### src/rtl/prio_sel_pipe.sv
// prio_sel_pipe: bitwise A/B select plus priority encode, queued in a DEPTH-entry output FIFO.
// Build option: define PRIO_SEL_ROTATE_EN for round-robin priority from a rotating start lane.
module prio_sel_pipe #(
   parameter int W = 8,
   parameter int DEPTH = 2,
   localparam int IW = $clog2(W),
   localparam int OW = $clog2(DEPTH) + 1
) (
   input  logic          clk,
   input  logic          rst,
   input  logic          in_valid,
   output logic          in_ready,
   input  logic [W-1:0]  in_a,
   input  logic [W-1:0]  in_b,
   input  logic          in_sel,
   input  logic [W-1:0]  in_mask,
   output logic          out_valid,
   input  logic          out_ready,
   output logic [W-1:0]  out_vec,
   output logic [W-1:0]  out_grant,
   output logic [IW-1:0] out_idx,
   output logic          out_any,
   output logic [OW-1:0] occupancy
);

   localparam int PW = $clog2(DEPTH);

   logic [W-1:0]  sel_vec_p0;
   logic [W-1:0]  grant_p0;
   logic [IW-1:0] idx_p0;
   logic          any_p0;
   logic [IW-1:0] start_p0;
   logic          push;
   logic          pop;
   logic [PW-1:0] wr_ptr;
   logic [PW-1:0] rd_ptr;

   logic [W-1:0]  vec_mem   [DEPTH];
   logic [W-1:0]  grant_mem [DEPTH];
   logic [IW-1:0] idx_mem   [DEPTH];
   logic          any_mem   [DEPTH];

   // Stage 0: select, mask and priority search starting at start_p0
   assign sel_vec_p0 = (in_sel ? in_b : in_a) & in_mask;

   always_comb begin
      int            lane;
      logic [IW-1:0] lane_i;
      grant_p0 = '0;
      idx_p0   = '0;
      any_p0   = 1'b0;
      lane     = 0;
      lane_i   = '0;
      // Walk the search order backwards so the earliest lane in order is the last hit kept
      for (int k = W - 1; k >= 0; k--) begin
         lane = k + int'(start_p0);
         if (lane >= W) lane = lane - W;
         lane_i = IW'(lane);
         if (sel_vec_p0[lane_i]) begin
            grant_p0         = '0;
            grant_p0[lane_i] = 1'b1;
            idx_p0           = lane_i;
            any_p0           = 1'b1;
         end
      end
   end

   assign out_valid = (occupancy != '0);
   assign pop       = out_valid & out_ready;
   assign in_ready  = (occupancy < OW'(DEPTH)) | pop;
   assign push      = in_valid & in_ready;

`ifdef PRIO_SEL_ROTATE_EN
   logic [IW-1:0] rp;

   always_ff @(posedge clk) begin
      if (rst) begin
         rp <= '0;
      end else if (push && any_p0) begin
         rp <= (idx_p0 == IW'(W - 1)) ? '0 : idx_p0 + 1'b1;
      end
   end

   assign start_p0 = rp;
`else
   assign start_p0 = '0;
`endif

   // Stage 1: FIFO storage, written at the tail on every accepted beat
   always_ff @(posedge clk) begin
      if (push) begin
         vec_mem[wr_ptr]   <= sel_vec_p0;
         grant_mem[wr_ptr] <= grant_p0;
         idx_mem[wr_ptr]   <= idx_p0;
         any_mem[wr_ptr]   <= any_p0;
      end
   end

   always_ff @(posedge clk) begin
      if (rst) begin
         wr_ptr    <= '0;
         rd_ptr    <= '0;
         occupancy <= '0;
      end else begin
         if (push) wr_ptr <= wr_ptr + 1'b1;
         if (pop)  rd_ptr <= rd_ptr + 1'b1;
         if (push && !pop)      occupancy <= occupancy + 1'b1;
         else if (!push && pop) occupancy <= occupancy - 1'b1;
      end
   end

   // Head data is masked to zero while the FIFO is empty
   assign out_vec   = out_valid ? vec_mem[rd_ptr]   : '0;
   assign out_grant = out_valid ? grant_mem[rd_ptr] : '0;
   assign out_idx   = out_valid ? idx_mem[rd_ptr]   : '0;
   assign out_any   = out_valid ? any_mem[rd_ptr]   : 1'b0;

endmodule

### config.mk
export PLATFORM = sky130hd
export DESIGN_NAME = prio_sel_pipe
export DESIGN_NICKNAME = d
export VERILOG_FILES = /design/src/rtl/prio_sel_pipe.sv
export SDC_FILE = /design/constraint.sdc
export NUM_CORES = 1
export LEC_CHECK = 0
export ABC_AREA = 0
export CORE_ASPECT_RATIO = 1.2
export CORE_MARGIN = 2
export CORE_UTILIZATION = 40
export CTS_BUF_LIST = sky130_fd_sc_hd__clkbuf_8
export DETAILED_ROUTE_END_ITERATION = 8
export DONT_BUFFER_PORTS = 1
export PLACE_DENSITY = 0.56
export SYNTH_ARGS = -nofsm -noshare
export SYNTH_HDL_FRONTEND = slang
export SYNTH_SLANG_ARGS = --single-unit
### constraint.sdc
create_clock -name clk -period 2.3 [get_ports clk]
set_input_delay 0.69 -clock clk [delete_from_list [all_inputs] [get_ports clk]]
set_output_delay 0.69 -clock clk [all_outputs]
set_load 0.02 [all_outputs]
==> impl_metrics.yaml, run 1 <==
setup_path:
  crit_fanout: 13
  cp_slowest_stage_delay_ps: 320
  criticalPathCategory: "reg -> out"
  crit_top_cell: "buf_4"
  r2r_start: "occupancy[0]"
  reg2reg_slack_ps: 570
  crit_buf_inv: 2
  crit_family: "buffers and inverters"
  start_kind: "register"
  crit_path_end_kind: "output pin"
  crit_slowest_cell: "dfxtp_1"
  reg2reg_depth: 5
  worstPathCellList: "nor2_2 > buf_4 > nor2_1 > buf_4"
  critical_path_arrival_ps: 1410
  rr_endpoint: "occupancy[1]"
  cp_data_required_time_ps: 1610
grt:
  grtUsageTotal: 0.146
  grt_pass1_vias: 1261
  antenna_found_initial: 0
  overflow: 0
  grt_max_degree: 20
  grt_pass1_wl_um: 5820
logic_synthesis:
  synth_nets: 178
  netlist.area_leader.share: 0.575
  yosys.area_share.adder: 0.00630
  synth_compound_area_frac: 0.0277
  synthMuxAreaShare: 0.151
  ys.flop_type: "edfxtp_1"
  yosys.area_share.simple: 0.135
  synth_area_leaders: "edfxtp_1, mux2i_1, nor2_1, dfxtp_1, mux2_4"
  synth_top_family_by_area: "multiplexers"
  synth_warnings: 0
  synth_top_area_cell: "edfxtp_1"
  synth-xor-area-share: 0.0176
  ys_ff_latch: 43
  avgSynthCellArea_um2: 13.4
  ys_types: 31
  synth_common_cells: "edfxtp_1, nor2_1, mux2i_1"
  postSynthCellCount: 148
  synth_edf_count: 38
  ys_seq_area_frac: 0.625
  async_reset_ff_frac: 0
  yosysMostFrequentCell: "edfxtp_1"
  netlist_area_um2: 1990
route:
  wirelength_um: 3750
  wl_per_cell_um: 15.8
  drtIter0Drc: 27
  firstDrtPassIters: 4
  num_vias: 1207
  drc: 0
  postRouteAntennaNets: 0
  via_per_inst: 5.09
final_layout:
  register_area_um2: 1240
  fillers: 451
  multi_input_area_um2: 673
  final_core_util: 0.480
  drive_gt1_frac: 0.277
  num-nets-final: 206
  diodes: 0
  syn2layout_area_growth_pct: 17.7
floorplan:
  core-area_um2: 4870
  pin_count: 53
  die_area_um2: 5550
  fp.dieH_um: 81.2
  rows: 28
  dieWidth_um: 68.3
  initial_core_util: 0.408
timing:
  tightestPinTransition_ps: 460
  finalCritPeriodShare: 0.913
  setup_viol: 0
  tns_ps: 0
  skew_ps: 3.38
  timing.fmax_mhz: 476
  fin_crit_ps: 2100
  timing_hold_violations_final: 0
  rsz0062_at_grt: "no"
  finalMaxSlewViolations: 0
  relSlewSlack: 0.692
cts:
  cts_root_buf: "clkbuf_8"
  cts_num_sinks: 43
  tritoncts: "built"
  htreeDepth: 2
  postCtsHoldBufs: 0
  clock_latency_ps: 290
  cts_buffers: 5
  clkTransAtPathRegs_ps: 80
  cts_buffer_depth: 2
worst_hold_path:
  min_to: "rd_ptr"
  whs_path_depth: 1
  hold_start: "rst"
  hold_path_class: "in -> reg"
placement:
  gp_congestion: 0.897
  hpwlAfterDp_um: 2810
  port_buffers: 0
run:
  drv_cap: 0
pwr:
  p_leak_nw: 0.943
  powerDensity_nw_per_um2: 1150
  peakVddDrop_v: 0.000527
run_status:
  status: "complete, no violations"
[how the worst max path moves through the flow]
stage	endpoint	startpoint	cells past startpoint
after detailed placement	any_mem[0]	in_sel	4
final	out_idx[0]	occupancy[0]	4
after global routing	out_vec[2]	occupancy[0]	4
after CTS	out_idx[0]	occupancy[0]	4
after floorplan	any_mem[0]	out_ready	3
after global placement	any_mem[0]	in_sel	4
[routing by layer]
metal,vias to the layer above,part of all wire,track usage
met4,0,0.016,0.0600
met1,569,0.38,0.154
met5,-,0,0
met2,51,0.52,0.257
met3,6,0.078,0.0554
li1,581,-,-
[stage by stage]
step	cell area (um^2)	hold slack [ps]	power, mW	setup slack (ps)	cells
after global placement	2230	489	2.12	330	229
final	2340	465	2.68	201	237
after floorplan	1990	472	1.75	4.37	148
after CTS	2330	454	2.72	10.9	237
after detailed placement	2230	528	2.15	291	229
after global routing	2340	449	2.83	72.3	237
[power breakdown]
part / leakage, nW / switching (mW) / internal, mW / total, mW
Combinational: 0.484 / 0.662 / 0.436 / 1.10
Sequential: 0.403 / 0.0352 / 0.985 / 1.02
Clock: 0.0556 / 0.242 / 0.318 / 0.559
[cells by family (layout without fill, tap and decap cells)]
| family | after synthesis | in the layout |
|---|---|---|
| xor+xnor | 4 | 4 |
| compound gates | 8 | 8 |
| fa+ha+maj | 1 | 1 |
| flops | 43 | 43 |
| buf+inv | 16 | 45 |
| mux | 27 | 27 |
| simple gates | 49 | 49 |
[cell usage in the layout (no fill, tap or decap), drive strengths merged]
cell / count
o211ai: 2
nand4: 1
mux2: 6
a21oi: 1
bufinv: 1
nor2: 28
buf: 27
clkbuf: 5
or4: 1
clkinv: 2
nor2b: 1
o21ai: 2
nand2: 10
a41o: 1
and3: 1
inv: 10
mux2i: 21
a31oi: 1
nor4: 1
xor2: 4
edfxtp: 38
a41oi: 1
nand2b: 2
or3: 1
ha: 1
nor3: 3
dfxtp: 5
[worst register-to-register path: stages (launching register included)]
cell,delay (ps)
dfxtp_1,320
buf_4,170
o21ai_0,310
ha_1,330
or3_1,380
a21oi_1,160
[state kept, by name, summed over array words and instances, names as in the netlist, named ones only]
signal     flops
grant_mem     15
vec_mem       15
idx_mem        6
any_mem        2
occupancy      2
rd_ptr         1
wr_ptr         1
[final cells by class]
class	instances	area share
clock buffer	5	0.0294
inverter	10	0.0161
tap	60	0.0321
clock inverter	3	0.0166
timing repair buffer	27	0.0867
sequential	43	0.531
multi-input combinational	89	0.288
[timing repair]
| item | in CTS | in global routing |
|---|---|---|
| endpoints found under the setup margin | 0 | 13 |
| gates resized for setup | 0 | 1 |
| buffers inserted | 0 | 0 |
Note: power is estimated with default switching activity, not from simulation.
==> inputs of run 2 (changes only) <==
Settings changed: CORE_UTILIZATION 40 to 65, PLACE_DENSITY 0.56 to 0.83, SLEW_MARGIN set to 20.
==> impl_metrics.yaml, run 2 (same netlist as run 1, synthesis figures left out) <==
timing:
  rsz0062_at_grt: "no"
  timing.fmax_mhz: 474
  finalCritPeriodShare: 0.917
  fin_ws_ps: 191
  relSlewSlack: 0.678
  fin_crit_ps: 2110
  tns_ps: 0
  timing_hold_violations_final: 0
  hold-worst-slack_ps: 453
  setup_viol: 0
  finalMaxSlewViolations: 0
  tightestPinTransition_ps: 482
  skew_ps: 6.12
placement:
  dpl-instance-area_um2: 2190
  port_buffers: 0
  post-place-ws_ps: 227
  place_inst: 202
  gp_congestion: 0.745
  hpwlAfterDp_um: 2360
floorplan:
  fp.dieH_um: 64.5
  dieWidth_um: 54.5
  core-area_um2: 2860
  initial_core_util: 0.693
  rows: 21
  pin_count: 53
  die_area_um2: 3510
route:
  via_per_inst: 5.72
  num_vias: 1201
  wirelength_um: 3430
  drc: 0
  wl_per_cell_um: 16.3
  drtIter0Drc: 32
  firstDrtPassIters: 4
  postRouteAntennaNets: 0
cts:
  cts_buffers: 5
  tritoncts: "built"
  cts_buffer_depth: 2
  cts_num_sinks: 43
  cts_setup_buffers: 0
  postCtsHoldBufs: 0
  clkTransAtPathRegs_ps: 80
  cts_root_buf: "clkbuf_8"
  clock_latency_ps: 290
  htreeDepth: 2
setup_path:
  crit_path_end_kind: "output pin"
  cp_data_required_time_ps: 1610
  start_kind: "register"
  crit_fanout: 19
  criticalPathCategory: "reg -> out"
  critical_path_arrival_ps: 1420
run_status:
  status: "complete, no violations"
grt:
  overflow: 0
  grt_pass1_vias: 1267
  grtUsageTotal: 0.228
  grt_pass1_wl_um: 5590
  grt_max_degree: 21
  antenna_found_initial: 0
final_layout:
  stdcell_count: 210
  top_regs: "grant_mem (15), vec_mem (15), idx_mem (6)"
  final_cell_area_um2: 2300
  num-nets-final: 205
  drive_gt1_frac: 0.273
  syn2layout_area_growth_pct: 15.9
  final_cell_mix: "edfxtp_1, nor2_1, buf_4, mux2i_1, inv_1"
  diodes: 0
  final_common_cell: "edfxtp_1"
  final_core_util: 0.804
pwr:
  powerDensity_nw_per_um2: 1160
  p_total_mw: 2.67
  peakVddDrop_v: 0.000960
  p_leak_nw: 0.940
worst_hold_path:
  hold_path_class: "in -> reg"
run:
  drv_cap: 0
-- run 2: cell types whose count changed in the layout (fill, tap and decap cells not counted), sizes merged --
cell  change
buf       -1
-- run 2: final timing paths --
kind	start	end	slack, ps	cells after the start
worst max register to register	occupancy[1]	occupancy[1]	570	7
worst min register to register	rd_ptr	rd_ptr	530	2
worst max-delay path	register	out_grant[4]	190	4
worst min-delay path	rst	rd_ptr	450	1
-- run 2: power by group --
part	total (mW)	switching [mW]	leakage (nW)	internal [mW]
clock	0.563	0.246	0.0556	0.318
combinational	1.07	0.649	0.481	0.425
sequential	1.03	0.0439	0.403	0.986
-- run 2: critical path, stage by stage (launching register included) --
cell     delay (ps)
dfxtp_1         320
buf_4           310
mux2i_1         260
nor2_1           60
buf_4           170
-- run 2: metal layers --
layer / share of wire / GRT usage / vias to the layer above
li1: - / - / 578
met1: 0.36 / 0.254 / 556
met2: 0.54 / 0.392 / 58
met3: 0.070 / 0.0576 / 9
met4: 0.024 / 0.109 / 0
met5: 0 / 0 / -
-- run 2: repair_timing --
action,in CTS,in global routing
endpoints found under the hold margin,0,0
endpoints found under the setup margin,10,0
gates resized for setup,1,0
-- run 2: area by class of cell --
class / instances / area [um^2]
Timing Repair Buffer: 26 / 195
Tap cell: 34 / 42.5
Sequential cell: 43 / 1240
Clock inverter: 3 / 38.8
Clock buffer: 5 / 68.8
Fill cell: 160 / 562
Inverter: 10 / 37.5
Multi-Input combinational cell: 89 / 678
